===== src/rtl/instruction_fetch_stage_pkg.sv =====
// Shared definitions for the fetch stage: controller opcodes and fetch FSM encoding.
package instruction_fetch_stage_pkg;

   // Opcodes recognised by the datapath controller
   localparam logic [5:0] OP_RTYPE   = 6'b000000;
   localparam logic [5:0] OP_J       = 6'b000010;
   localparam logic [5:0] OP_JAL     = 6'b000011;
   localparam logic [5:0] OP_BEQ     = 6'b000100;
   localparam logic [5:0] OP_BNE     = 6'b000101;
   localparam logic [5:0] OP_ADDI    = 6'b001000;
   localparam logic [5:0] OP_LW      = 6'b100011;
   localparam logic [5:0] OP_SW      = 6'b101011;
   // Controller INITIAL code: every control line deasserted
   localparam logic [5:0] OP_INITIAL = 6'b111111;

   // Opcode presented to the controller for a bubble
   localparam logic [5:0] NOP_OPCODE = OP_INITIAL;

   // Fetch FSM: FETCH has a request up, HOLD parks a word during a stall,
   // DRAIN swallows the response of a request made stale by a redirect
   typedef enum logic [1:0] {
      ST_FETCH = 2'd0,
      ST_HOLD  = 2'd1,
      ST_DRAIN = 2'd2
   } fetch_state_t;

endpackage


===== src/rtl/instruction_fetch_stage_ifid.sv =====
// Generic stage register: Valid/Instr/PCPlus4 with load, flush (valid drop) and hold.
module ifid_pipeline_register #(
   parameter int unsigned ADDR_WIDTH = 32
) (
   input  logic                  clk,
   input  logic                  rst_n,
   input  logic                  load,
   input  logic                  flush,
   input  logic [31:0]           d_instr,
   input  logic [ADDR_WIDTH-1:0] d_pcplus4,
   output logic                  q_valid,
   output logic [31:0]           q_instr,
   output logic [ADDR_WIDTH-1:0] q_pcplus4
);

   // Flush beats load; with neither asserted the register holds
   always_ff @(posedge clk or negedge rst_n) begin
      if (!rst_n) begin
         q_valid   <= 1'b0;
         q_instr   <= '0;
         q_pcplus4 <= '0;
      end else if (flush) begin
         q_valid   <= 1'b0;
      end else if (load) begin
         q_valid   <= 1'b1;
         q_instr   <= d_instr;
         q_pcplus4 <= d_pcplus4;
      end
   end

endmodule


===== src/rtl/instruction_fetch_stage.sv =====
// IF stage: owns the PC, runs the req/ready handshake to instruction memory,
// parks stalled responses in a one-entry buffer and feeds the IF/ID register.
module instruction_fetch_stage
   import instruction_fetch_stage_pkg::*;
#(
   parameter int unsigned           ADDR_WIDTH = 32,
   parameter logic [ADDR_WIDTH-1:0] RESET_PC   = '0,
   parameter logic [5:0]            NOP_OPCODE = OP_INITIAL
) (
   input  logic                  Clk,
   input  logic                  Rst,
   input  logic                  Stall,
   input  logic                  RedirectValid,
   input  logic [ADDR_WIDTH-1:0] RedirectPC,
   output logic                  ImemReq,
   output logic [ADDR_WIDTH-1:0] ImemAddr,
   input  logic                  ImemReady,
   input  logic [31:0]           ImemData,
   output logic                  IfIdValid,
   output logic [31:0]           IfIdInstr,
   output logic [ADDR_WIDTH-1:0] IfIdPCPlus4,
   output logic [5:0]            OpCode,
   output logic [ADDR_WIDTH-1:0] FetchPC
);

   fetch_state_t          state_reg, state_next;
   logic [ADDR_WIDTH-1:0] pc_reg, pc_next;
   logic [ADDR_WIDTH-1:0] fetch_addr_reg, fetch_addr_next;
   logic                  req_reg, req_next;
   logic                  hold_valid_reg, hold_valid_next;
   logic [31:0]           hold_instr_reg, hold_instr_next;
   logic [ADDR_WIDTH-1:0] hold_pcplus4_reg, hold_pcplus4_next;

   logic                  ifid_load, ifid_flush, issue;
   logic [31:0]           ifid_d_instr;
   logic [ADDR_WIDTH-1:0] ifid_d_pcplus4;
   logic [ADDR_WIDTH-1:0] fetch_plus4, redirect_pc;
   logic                  resp;

   // Address arithmetic wraps naturally at 2^ADDR_WIDTH
   assign fetch_plus4 = fetch_addr_reg + ADDR_WIDTH'(4);
   assign redirect_pc = RedirectPC & ~ADDR_WIDTH'(3);
   // Ready only counts while a request is actually up
   assign resp        = req_reg & ImemReady;

   // State, PC, fetch address, request line and hold buffer
   always_ff @(posedge Clk or negedge Rst) begin
      if (!Rst) begin
         state_reg        <= ST_FETCH;
         pc_reg           <= RESET_PC;
         fetch_addr_reg   <= RESET_PC;
         req_reg          <= 1'b0;
         hold_valid_reg   <= 1'b0;
         hold_instr_reg   <= '0;
         hold_pcplus4_reg <= '0;
      end else begin
         state_reg        <= state_next;
         pc_reg           <= pc_next;
         fetch_addr_reg   <= fetch_addr_next;
         req_reg          <= req_next;
         hold_valid_reg   <= hold_valid_next;
         hold_instr_reg   <= hold_instr_next;
         hold_pcplus4_reg <= hold_pcplus4_next;
      end
   end

   // Next-state, PC update and IF/ID control; redirect overrides stall overrides normal flow
   always_comb begin
      state_next        = state_reg;
      pc_next           = pc_reg;
      hold_valid_next   = hold_valid_reg;
      hold_instr_next   = hold_instr_reg;
      hold_pcplus4_next = hold_pcplus4_reg;
      ifid_load         = 1'b0;
      ifid_flush        = 1'b0;
      ifid_d_instr      = ImemData;
      ifid_d_pcplus4    = fetch_plus4;
      issue             = 1'b0;

      case (state_reg)
         ST_FETCH: begin
            if (!req_reg) begin
               // first cycle out of reset: raise the request at the PC
               issue = 1'b1;
            end else if (resp) begin
               pc_next = fetch_plus4;
               if (Stall) begin
                  hold_valid_next   = 1'b1;
                  hold_instr_next   = ImemData;
                  hold_pcplus4_next = fetch_plus4;
                  state_next        = ST_HOLD;
               end else begin
                  ifid_load = 1'b1;
                  issue     = 1'b1;
               end
            end
         end
         ST_HOLD: begin
            if (!Stall) begin
               ifid_load       = hold_valid_reg;
               ifid_d_instr    = hold_instr_reg;
               ifid_d_pcplus4  = hold_pcplus4_reg;
               hold_valid_next = 1'b0;
               state_next      = ST_FETCH;
               issue           = 1'b1;
            end
         end
         ST_DRAIN: begin
            if (resp) begin
               state_next = ST_FETCH;
               issue      = 1'b1;
            end
         end
         default: state_next = ST_FETCH;
      endcase

      if (RedirectValid) begin
         pc_next         = redirect_pc;
         ifid_load       = 1'b0;
         ifid_flush      = 1'b1;
         hold_valid_next = 1'b0;
         if (state_reg == ST_FETCH && req_reg && !ImemReady) begin
            // address must stay stable until memory answers, so swallow that answer
            state_next = ST_DRAIN;
            issue      = 1'b0;
         end else if (state_reg != ST_DRAIN) begin
            state_next = ST_FETCH;
            issue      = 1'b1;
         end
      end else if (!Stall && !ifid_load) begin
         // decode consumed its instruction and nothing replaces it
         ifid_flush = 1'b1;
      end
   end

   assign fetch_addr_next = issue ? pc_next : fetch_addr_reg;
   assign req_next        = (state_next != ST_HOLD);

   ifid_pipeline_register #(
      .ADDR_WIDTH (ADDR_WIDTH)
   ) u_ifid (
      .clk       (Clk),
      .rst_n     (Rst),
      .load      (ifid_load),
      .flush     (ifid_flush),
      .d_instr   (ifid_d_instr),
      .d_pcplus4 (ifid_d_pcplus4),
      .q_valid   (IfIdValid),
      .q_instr   (IfIdInstr),
      .q_pcplus4 (IfIdPCPlus4)
   );

   assign ImemReq  = req_reg;
   assign ImemAddr = fetch_addr_reg;
   assign FetchPC  = pc_reg;
   assign OpCode   = IfIdValid ? IfIdInstr[31:26] : NOP_OPCODE;

endmodule

===== config.mk =====
export PLATFORM = sky130hd
export DESIGN_NAME = instruction_fetch_stage
export DESIGN_NICKNAME = d
export VERILOG_FILES = /design/src/rtl/instruction_fetch_stage_pkg.sv /design/src/rtl/instruction_fetch_stage_ifid.sv /design/src/rtl/instruction_fetch_stage.sv
export SDC_FILE = /design/constraint.sdc
export NUM_CORES = 1
export LEC_CHECK = 0
export CAP_MARGIN = 20
export CORE_AREA = 4 4 142 144
export CTS_CLUSTER_DIAMETER = 200
export DETAILED_ROUTE_END_ITERATION = 8
export DIE_AREA = 0 0 146 148
export PLACE_DENSITY = 0.8
export SLEW_MARGIN = 10
export SYNTH_ARGS = -nofsm -noshare
export SYNTH_HDL_FRONTEND = slang
export SYNTH_SLANG_ARGS = --single-unit

===== constraint.sdc =====
create_clock -name Clk -period 3.39 [get_ports Clk]
set_clock_uncertainty 0.2 [all_clocks]
set_input_delay 0.678 -clock Clk [delete_from_list [all_inputs] [get_ports Clk]]
set_output_delay 0.678 -clock Clk [all_outputs]
set_load 0.01 [all_outputs]

== After elaboration in Yosys (flattened, before gate mapping) ==
Cells that the tools add are included.

* Output and inout port bits: 136
* Register bits: 197
* Input bits: 69
* Word-level logic and storage cells: 73

* Muxes and demuxes: 40
* Reductions and logical operators: 12
* $add $sub $neg: 1
* Bitwise logic cells: 2
* Eq/ne operators: 8

{| class="wikitable"
|+ Operators with widths
! cell !! number
|-
| $mux W32 || 8
|-
| $add A32 B3 Y32 const B || 1
|-
| $mux W1 || 19
|-
| $mux W2 || 8
|-
| $ne A3 B3 Y1 const B || 4
|-
| $mux W6 || 1
|-
| $pmux W2 S3 || 1
|-
| $reduce_and A5 Y1 || 1
|-
| $pmux W1 S2 || 2
|-
| $logic_and A1 B1 Y1 || 3
|-
| $logic_not A1 Y1 || 3
|-
| $pmux W1 S3 || 1
|-
| $reduce_and A3 Y1 || 1
|-
| $reduce_bool A3 Y1 || 1
|-
| $eq A2 B1 Y1 const B || 1
|-
| $eq A2 B2 Y1 const B || 1
|-
| $logic_not A2 Y1 || 1
|-
| $ne A2 B1 Y1 const B || 1
|-
| $ne A2 B2 Y1 const B || 1
|-
| $reduce_and A2 Y1 || 1
|-
| $reduce_bool A2 Y1 || 1
|-
| $and A1 B1 Y1 || 1
|-
| $not A1 Y1 || 1
|}

== Logic depth before layout (Yosys ltp) ==
Gate-level depths: netlist (run 1).

* Word-level depth: 10
* Depth in mapped cells: 8
* Depth with buffers taken out: 6

== Hierarchy ==
A second synthesis (run 1) with hierarchy kept.

* Cells, all modules: 848
* Area, all modules: 9560.4 sq um

{| class="wikitable"
|+ Modules (own cells, without submodules)
! module !! cells an instance !! sequential area each (sq um) !! area each (sq um) !! instances
|-
| instruction_fetch_stage || 709 || 3303.2 || 6826.5 || 1
|-
| ifid_pipeline_register || 139 || 1626.6 || 2733.9 || 1
|}

== Worst setup path before layout (run 1) ==
Ideal clock, no wire load.

* Path kind: input-to-reg
* Start point: input ImemReady
* End point: register u_ifid.q_instr[15]
* Arrival: 2.068 ns
* Data required time: 3.049 ns
* Path slack: 0.981 ns
* Stages on the path: 5
* Library setup time: 0.141 ns
* Path buffers: 2
* Cells stage by stage: nand3b_1 > a2111oi_1 > clkbuf_1 > clkbuf_1 > a31oi_1

* Longest elaborated chain between the ends: 10
* Elaborated cells on any way between the ends: 11
* Those cells by class: mux: 6; bitwise: 2; reduce/logical: 3

{| class="wikitable"
|+ RTL lines
! element !! RTL line !! source
|-
| from (decl) || instruction_fetch_stage.sv:17 || <nowiki>input logic ImemReady,</nowiki>
|-
| $and A1 B1 Y1 * || instruction_fetch_stage.sv:44 || <nowiki>assign resp = req_reg & ImemReady;</nowiki>
|-
| $mux W1 * || instruction_fetch_stage.sv:85 || <nowiki>end else if (resp) begin</nowiki>
|-
| $mux W1 * || instruction_fetch_stage.sv:82 || <nowiki>if (!req_reg) begin</nowiki>
|-
| $pmux W1 S2 * || instruction_fetch_stage.sv:80 || <nowiki>case (state_reg)</nowiki>
|-
| $logic_not A1 Y1 || instruction_fetch_stage.sv:130 || <nowiki>end else if (!Stall && !ifid_load) begin</nowiki>
|-
| $logic_and A1 B1 Y1 || instruction_fetch_stage.sv:130 ||
|-
| $mux W1 || instruction_fetch_stage.sv:130 ||
|-
| $mux W1 || instruction_fetch_stage.sv:117 || <nowiki>if (RedirectValid) begin</nowiki>
|-
| $not A1 Y1 (no source line) || - ||
|-
| $reduce_and A2 Y1 (no source line) * || - ||
|-
| to (signal assigned) || instruction_fetch_stage_ifid.sv:26 || <nowiki>q_instr <= d_instr;</nowiki>
|-
| to (decl) || instruction_fetch_stage_ifid.sv:12 || <nowiki>output logic [31:0] q_instr,</nowiki>
|}

Every way passes the cells marked *; elsewhere a longest branch is shown, timed or not.
A chain may end at the register's enable or synchronous reset.

== Final worst setup path (run 1) ==
* Start point: register fetch_addr_reg[2] (netlist: ImemAddr[2])
* End point: register pc_reg[30] (netlist: FetchPC[30])

* Longest elaborated chain between the ends: 5

{| class="wikitable"
|+ RTL lines
! element !! RTL line !! source
|-
| from (decl) || instruction_fetch_stage.sv:28 || <nowiki>logic [ADDR_WIDTH-1:0] fetch_addr_reg, fetch_addr_next;</nowiki>
|-
| from (signal assigned) || instruction_fetch_stage.sv:59 || <nowiki>fetch_addr_reg <= fetch_addr_next;</nowiki>
|-
| $add A32 B3 Y32 || instruction_fetch_stage.sv:41 || <nowiki>assign fetch_plus4 = fetch_addr_reg + ADDR_WIDTH'(4);</nowiki>
|-
| $mux W32 || instruction_fetch_stage.sv:85 ||
|-
| $mux W32 || instruction_fetch_stage.sv:82 ||
|-
| $mux W32 || instruction_fetch_stage.sv:80 ||
|-
| $mux W32 || instruction_fetch_stage.sv:117 ||
|-
| net pc_next[30] || instruction_fetch_stage.sv:27 || <nowiki>logic [ADDR_WIDTH-1:0] pc_reg, pc_next;</nowiki>
|-
| to (signal assigned) || instruction_fetch_stage.sv:58 || <nowiki>pc_reg <= pc_next;</nowiki>
|-
| to (decl) || instruction_fetch_stage.sv:27 ||
|}

The timed path passes the listed nets, and every way through them passes these cells.

==> metrics, run 1 <==
status complete, no violations; wire per inst 18.2 µm; Worst-Skew Late Latency 0.43 ns; Yosys reg bits 197; worst slew pin tran 0.588 ns; Leakage Power 5.04 nW; Setup crit start kind flip-flop; # port buffers 202; vias in the first global route 7723; post-synthesis sequential area ratio 53.2%; layout cells sized above 1 9.61%; most frequent cells in the layout clkdlybuf4s50_1, dfrtp_1, nand2_1; drt via density 5.67; setup slack, reg-to-reg 0.55 ns; Core Box Area 18700 µm²; CTS Sinks 197; Worst R2R End FetchPC[30]; Post-synth top flop dfrtp_1; RR Startpoint ImemAddr[2]; top cells by area, synth dfrtp_1, nand2_1, o21ai_0; CP Capture Type flip-flop; crit-path max FO 10; CTS max path bufs 2; setup TNS 0 ns; synth unique cells 61; Critical Path AT 2.93 ns; via count 7936; type of the worst min-delay path input port to asynchronous set/reset pin; floorplan die area 21600 µm²; Resize count post-CTS 0; Mapped Area 9270 µm²; first-pass GRT wire length 41.0 mm; Detailed Routing Iterations Pass 1 5; area leader, netlist dfrtp_1; share of synthesized flip-flops with an asynchronous set or reset 100%; antenna violations before repair 0; sequential cell area 4930 µm²; post-layout util 64.7%; Die Height 148 µm; All-Layer GR Usage 23.4%; reg2reg path depth 6; CTS tree done; post-synth top area share 53.2%; Fmax 0.352 GHz; final setup fails 0; Hold Buf Count CTS 0; fin crit share 83.9%; GPL Wtd Cong 0.858; Post-synth EDFFs 0; P&R area growth vs syn 30.6%; # rows 50; Die Width 146 µm; Final min period 2.84 ns; I/O pin count 205; 1st-iter DRT viols 501; largest net degree at the start of global routing 97; clock transition at the registers of the reported paths 0.07 ns; antenna cells 0; TritonCTS Buffers 17; post-route ant nets 0; Peak VDD IR 386 µV; slew margin rel. 60.7%; H-tree Lvls 4; Gate Count Post-Synth 982; multi-input combinational cell area 4010 µm²; grt total ovfl 0; layout net count 1223; drt drc 0; Initial Util 49.6%; number of setup buffers added after CTS 0; worst setup path category flip-flop to flip-flop; commonest non-fill, non-tap cell in the layout clkdlybuf4s50_1; FILL cells 1497; Slew Viols, Final 0; net count after synthesis 1052; unrepaired setup endpoints after global routing no; final WL 25.4 mm; PwrDens 639 nW/µm²; MaxCap Viol Count 0; syn_area_per_cell 9.44 µm²; Required @ worst endpoint 3.48 ns; final hold violations 0; Yosys warnings 0; post-DP HPWL 17.8 mm; clock root buffer clkbuf_16
==> cell families (layout without fill, tap and decap cells) <==
group           Yosys count  count (layout)  synth area share [%]
mux                      46              46                  5.53
buf+inv                  88             272                  3.73
compound gates          257             257                  16.8
simple gates            367             367                  18.2
flops                   197             197                  53.2
xor+xnor                 26              26                  2.46
fa+ha+maj                 1               1                 0.135
==> worst max path at each step <==
stage                     depth (start not counted)                   end   startpoint
after floorplan                                   5    u_ifid.q_instr[15]    ImemReady
after global routing                              6  hold_pcplus4_reg[30]  ImemAddr[2]
after global placement                            7  u_ifid.q_pcplus4[13]    ImemReady
after CTS                                         6  hold_pcplus4_reg[30]  ImemAddr[2]
after detailed placement                          7  u_ifid.q_pcplus4[25]    ImemReady
final                                             6           FetchPC[30]  ImemAddr[2]
==> critical path, stage by stage (launching register included) <==
cell,delay (ns)
dfrtp_1,0.56
ha_1,0.31
and4_1,0.31
and4_1,0.46
nand4_1,0.29
xor2_1,0.40
a21boi_0,0.17
==> where the power goes <==
group	switching [W]	internal (W)
clock	0.000856	0.00102
combinational	0.00110	0.00128
sequential	0.000512	0.00297
==> cell usage after synthesis, types with 3 or more instances <==
cell,number
o22ai_1,3
and4_1,8
dfrtp_1,197
nor2_1,77
mux2i_1,4
a31oi_1,41
nand4_1,7
a31o_2,3
a21o_1,5
o21ai_0,100
xnor2_1,17
inv_1,11
buf_2,12
o2bb2ai_1,6
or3_1,16
xor2_1,9
a21boi_0,6
and3_1,18
and2_1,3
a211oi_1,5
clkbuf_1,61
buf_1,4
mux2_2,42
a22o_1,3
nor4_1,9
a2bb2oi_1,8
nor3_1,16
nand2b_1,7
nand2_1,176
nand3_1,17
o21bai_1,3
o31a_1,3
a21oi_1,50
==> layout make-up <==
cell class                 count  area share (%)
sequential                   197            40.7
clock inverter                 7           0.393
inverter                      11           0.341
timing repair buffer         229            18.9
multi-input combinational    697            33.2
clock buffer                  25            4.09
tap                          234            2.42
==> per-stage QoR <==
stage,cells,hold slack (ns),cell area (µm²),total power [W],setup WS [ns]
2_1_floorplan,982,0.182,9270,0.00455,0.981
3_3_place_gp,1368,0.255,11600,0.00582,0.409
3_5_place_dp,1368,0.264,11600,0.00590,0.330
4_1_cts,1400,0.0573,12100,0.00778,0.628
5_1_grt,1400,0.0704,12100,0.00817,0.401
6_report,1400,0.0457,12100,0.00774,0.546
==> routing by layer <==
metal | up-vias | GRT usage [%] | share of wire [%]
met2 | 295 | 35.5 | 44
met3 | 28 | 5.64 | 7.2
li1 | 3804 | - | -
met5 | - | 0 | 0
met1 | 3809 | 33.8 | 47
met4 | 0 | 6.35 | 1.5
No activity file was read; power rests on OpenSTA's default activity.
==> run 2: changes to the inputs <==
==> constraint.sdc (replaced) <==
create_clock -name Clk -period 2.9 [get_ports Clk]
set_clock_uncertainty 0.2 [all_clocks]
set_input_delay 0.58 -clock Clk [delete_from_list [all_inputs] [get_ports Clk]]
set_output_delay 0.58 -clock Clk [all_outputs]
set_load 0.01 [all_outputs]
==> metrics, run 2 (same netlist as run 1, synthesis figures left out) <==
post-DP HPWL 18.5 mm (+3.9%); clock share of power 25.9% (+1.7 points); post-layout util 66.1% (+1.4 points); Setup WS post-layout 0.222 ns (-0.324 ns); clock root buffer clkbuf_16; final setup fails 0 (unchanged); pre-CTS setup slack 0.110 ns (-0.219 ns); Sequential Power Share 43.0% (-2.1 points); antenna cells 0 (unchanged); PwrDens 758 nW/µm² (+19%); slew margin rel. 62.5% (+1.8 points); grt total ovfl 0 (unchanged); worst slew pin tran 0.558 ns (-0.0297 ns); RR Startpoint ImemAddr[12]; crit-path max FO 9 (-1); fin crit share 92.3% (+8.4 points); antenna violations before repair 0 (unchanged); final hold violations 0 (unchanged); setup TNS 0 ns (unchanged); Leakage Power 5.19 nW (+3.0%); # rows 50 (unchanged); Detailed Routing Iterations Pass 1 6 (+1); type of the worst min-delay path input port to flip-flop; CTS tree done; Worst-Skew Late Latency 0.44 ns (about the same); Hold Path Origin RedirectValid; worst setup path category flip-flop to flip-flop; drt via density 5.76 (+1.5%); Setup crit start kind flip-flop; Power Internal 0.00641 W (+22%); MaxCap Viol Count 0 (unchanged); Post-Layout Cell Count 1422 (+1.6%); Crit-path slowest cell or4_1; P&R area growth vs syn 33.4%; 1st-iter DRT viols 536 (+7.0%); Critical Path AT 2.77 ns (-0.16 ns); drt drc 0 (unchanged); first-pass GRT wire length 43.2 mm (+5.2%); most frequent cells in the layout clkdlybuf4s50_1, dfrtp_1, nand2_1; GPL Wtd Cong 0.831 (-3.2%); commonest non-fill, non-tap cell in the layout clkdlybuf4s50_1; Slew Viols, Final 0 (unchanged); Tot Pwr 0.00938 W (+21%); final WL 26.3 mm (+3.4%); status complete, no violations; Fmax 0.373 GHz (+6.2%); layout net count 1245 (+1.8%); CTS max path bufs 2 (unchanged); sw power 0.00297 W (+20%); unrepaired setup endpoints after global routing no; H-tree Lvls 4 (unchanged); Die Height 148 µm (unchanged); wire per inst 18.5 µm (+1.8%); crit path launch ImemAddr[12]; layout cells sized above 1 11.4% (+1.8 points); All-Layer GR Usage 24.7% (+1.3 points); via count 8185 (+3.1%); Peak VDD IR 472 µV (+22%); placed cell count 1389 (+1.5%); TritonCTS Buffers 17 (unchanged); floorplan die area 21600 µm² (unchanged); CP Capture Type flip-flop; clock transition at the registers of the reported paths 0.07 ns (about the same); crit-path cells nand4_2, or4_1, nor3_2, mux2i_1, o311ai_0; Final min period 2.68 ns (-0.166 ns); power share of the combinational group 31.1% (+0.4 points); sw frac 31.7% (-0.22 points); Core Box Area 18700 µm² (unchanged); Max stage delay on crit path 0.67 ns (+0.11 ns); Die Width 146 µm (unchanged); # port buffers 202 (unchanged); Initial Util 49.6% (unchanged); largest net degree at the start of global routing 69 (-29%); Required @ worst endpoint 2.99 ns (-0.49 ns); I/O pin count 205 (unchanged); Resize count post-CTS 0 (unchanged); post-route ant nets 0 (unchanged); vias in the first global route 8254 (+6.9%); CTS Sinks 197 (unchanged)
## run 2: per-layer routing
layer	global-route usage [%]	share of wire, %
met5	0	0
met3	6.28	7.2
met2	38.1	45
met4	6.91	2.0
met1	34.8	46
## run 2: path summary, 6_finish.rpt
check / slack (ns) / end / cells past startpoint
max: 0.22 / u_ifid.q_pcplus4[25] / 5
max reg2reg: 0.22 / u_ifid.q_pcplus4[25] / 5
min: 0.25 / hold_valid_reg / 2
min reg2reg: 0.28 / u_ifid.q_pcplus4[2] / 2
min in group asynchronous: 0.51 / u_ifid.q_instr[1] / 2
max in group asynchronous: 1.26 / ImemAddr[20] / 3
## run 2: what timing repair did
item | 4_1_cts | 5_1_grt
hold buffers | 1 | 0
setup buffers | 0 | 0
hold endpoints to repair | 62 | 0
endpoints found under the setup margin | 0 | 0
## run 2: cell type report
cell class / instances / area, µm²
fillers: 1468 / 6340
flip-flops and latches: 197 / 4930
multi-input cells: 697 / 4010
repair buffers: 251 / 2490
clock buffers: 20 / 447
well taps: 234 / 293
clock inverters: 12 / 151
inverters: 11 / 41.3
## run 2: power groups by stage
stage / Combinational [W] / Clock, W / Sequential (W)
finish: 0.00292 / 0.00243 / 0.00403
global route: 0.00317 / 0.00258 / 0.00414
CTS: 0.00293 / 0.00247 / 0.00403
detailed placement: 0.00291 / 0 / 0.00407
global placement: 0.00284 / 0 / 0.00404
floorplan: 0.00117 / 0 / 0.00414
## run 2: critical path: cells and delay by family (launching register included)
kind,cells,cell delay (ns)
DFF,1,0.53
muxes,1,0.27
and+or+nand+nor,3,1.37
AOI/OAI and AO/OA,1,0.15
## run 2: per-stage QoR
| stage | area (µm²) | hold slack (ns) |
|---|---|---|
| after floorplan | 9270 | 0.0844 |
| after global placement | 11800 | 0.255 |
| after detailed placement | 11800 | 0.264 |
| after CTS | 12400 | 0.233 |
| after global routing | 12400 | 0.260 |
| final | 12400 | 0.250 |
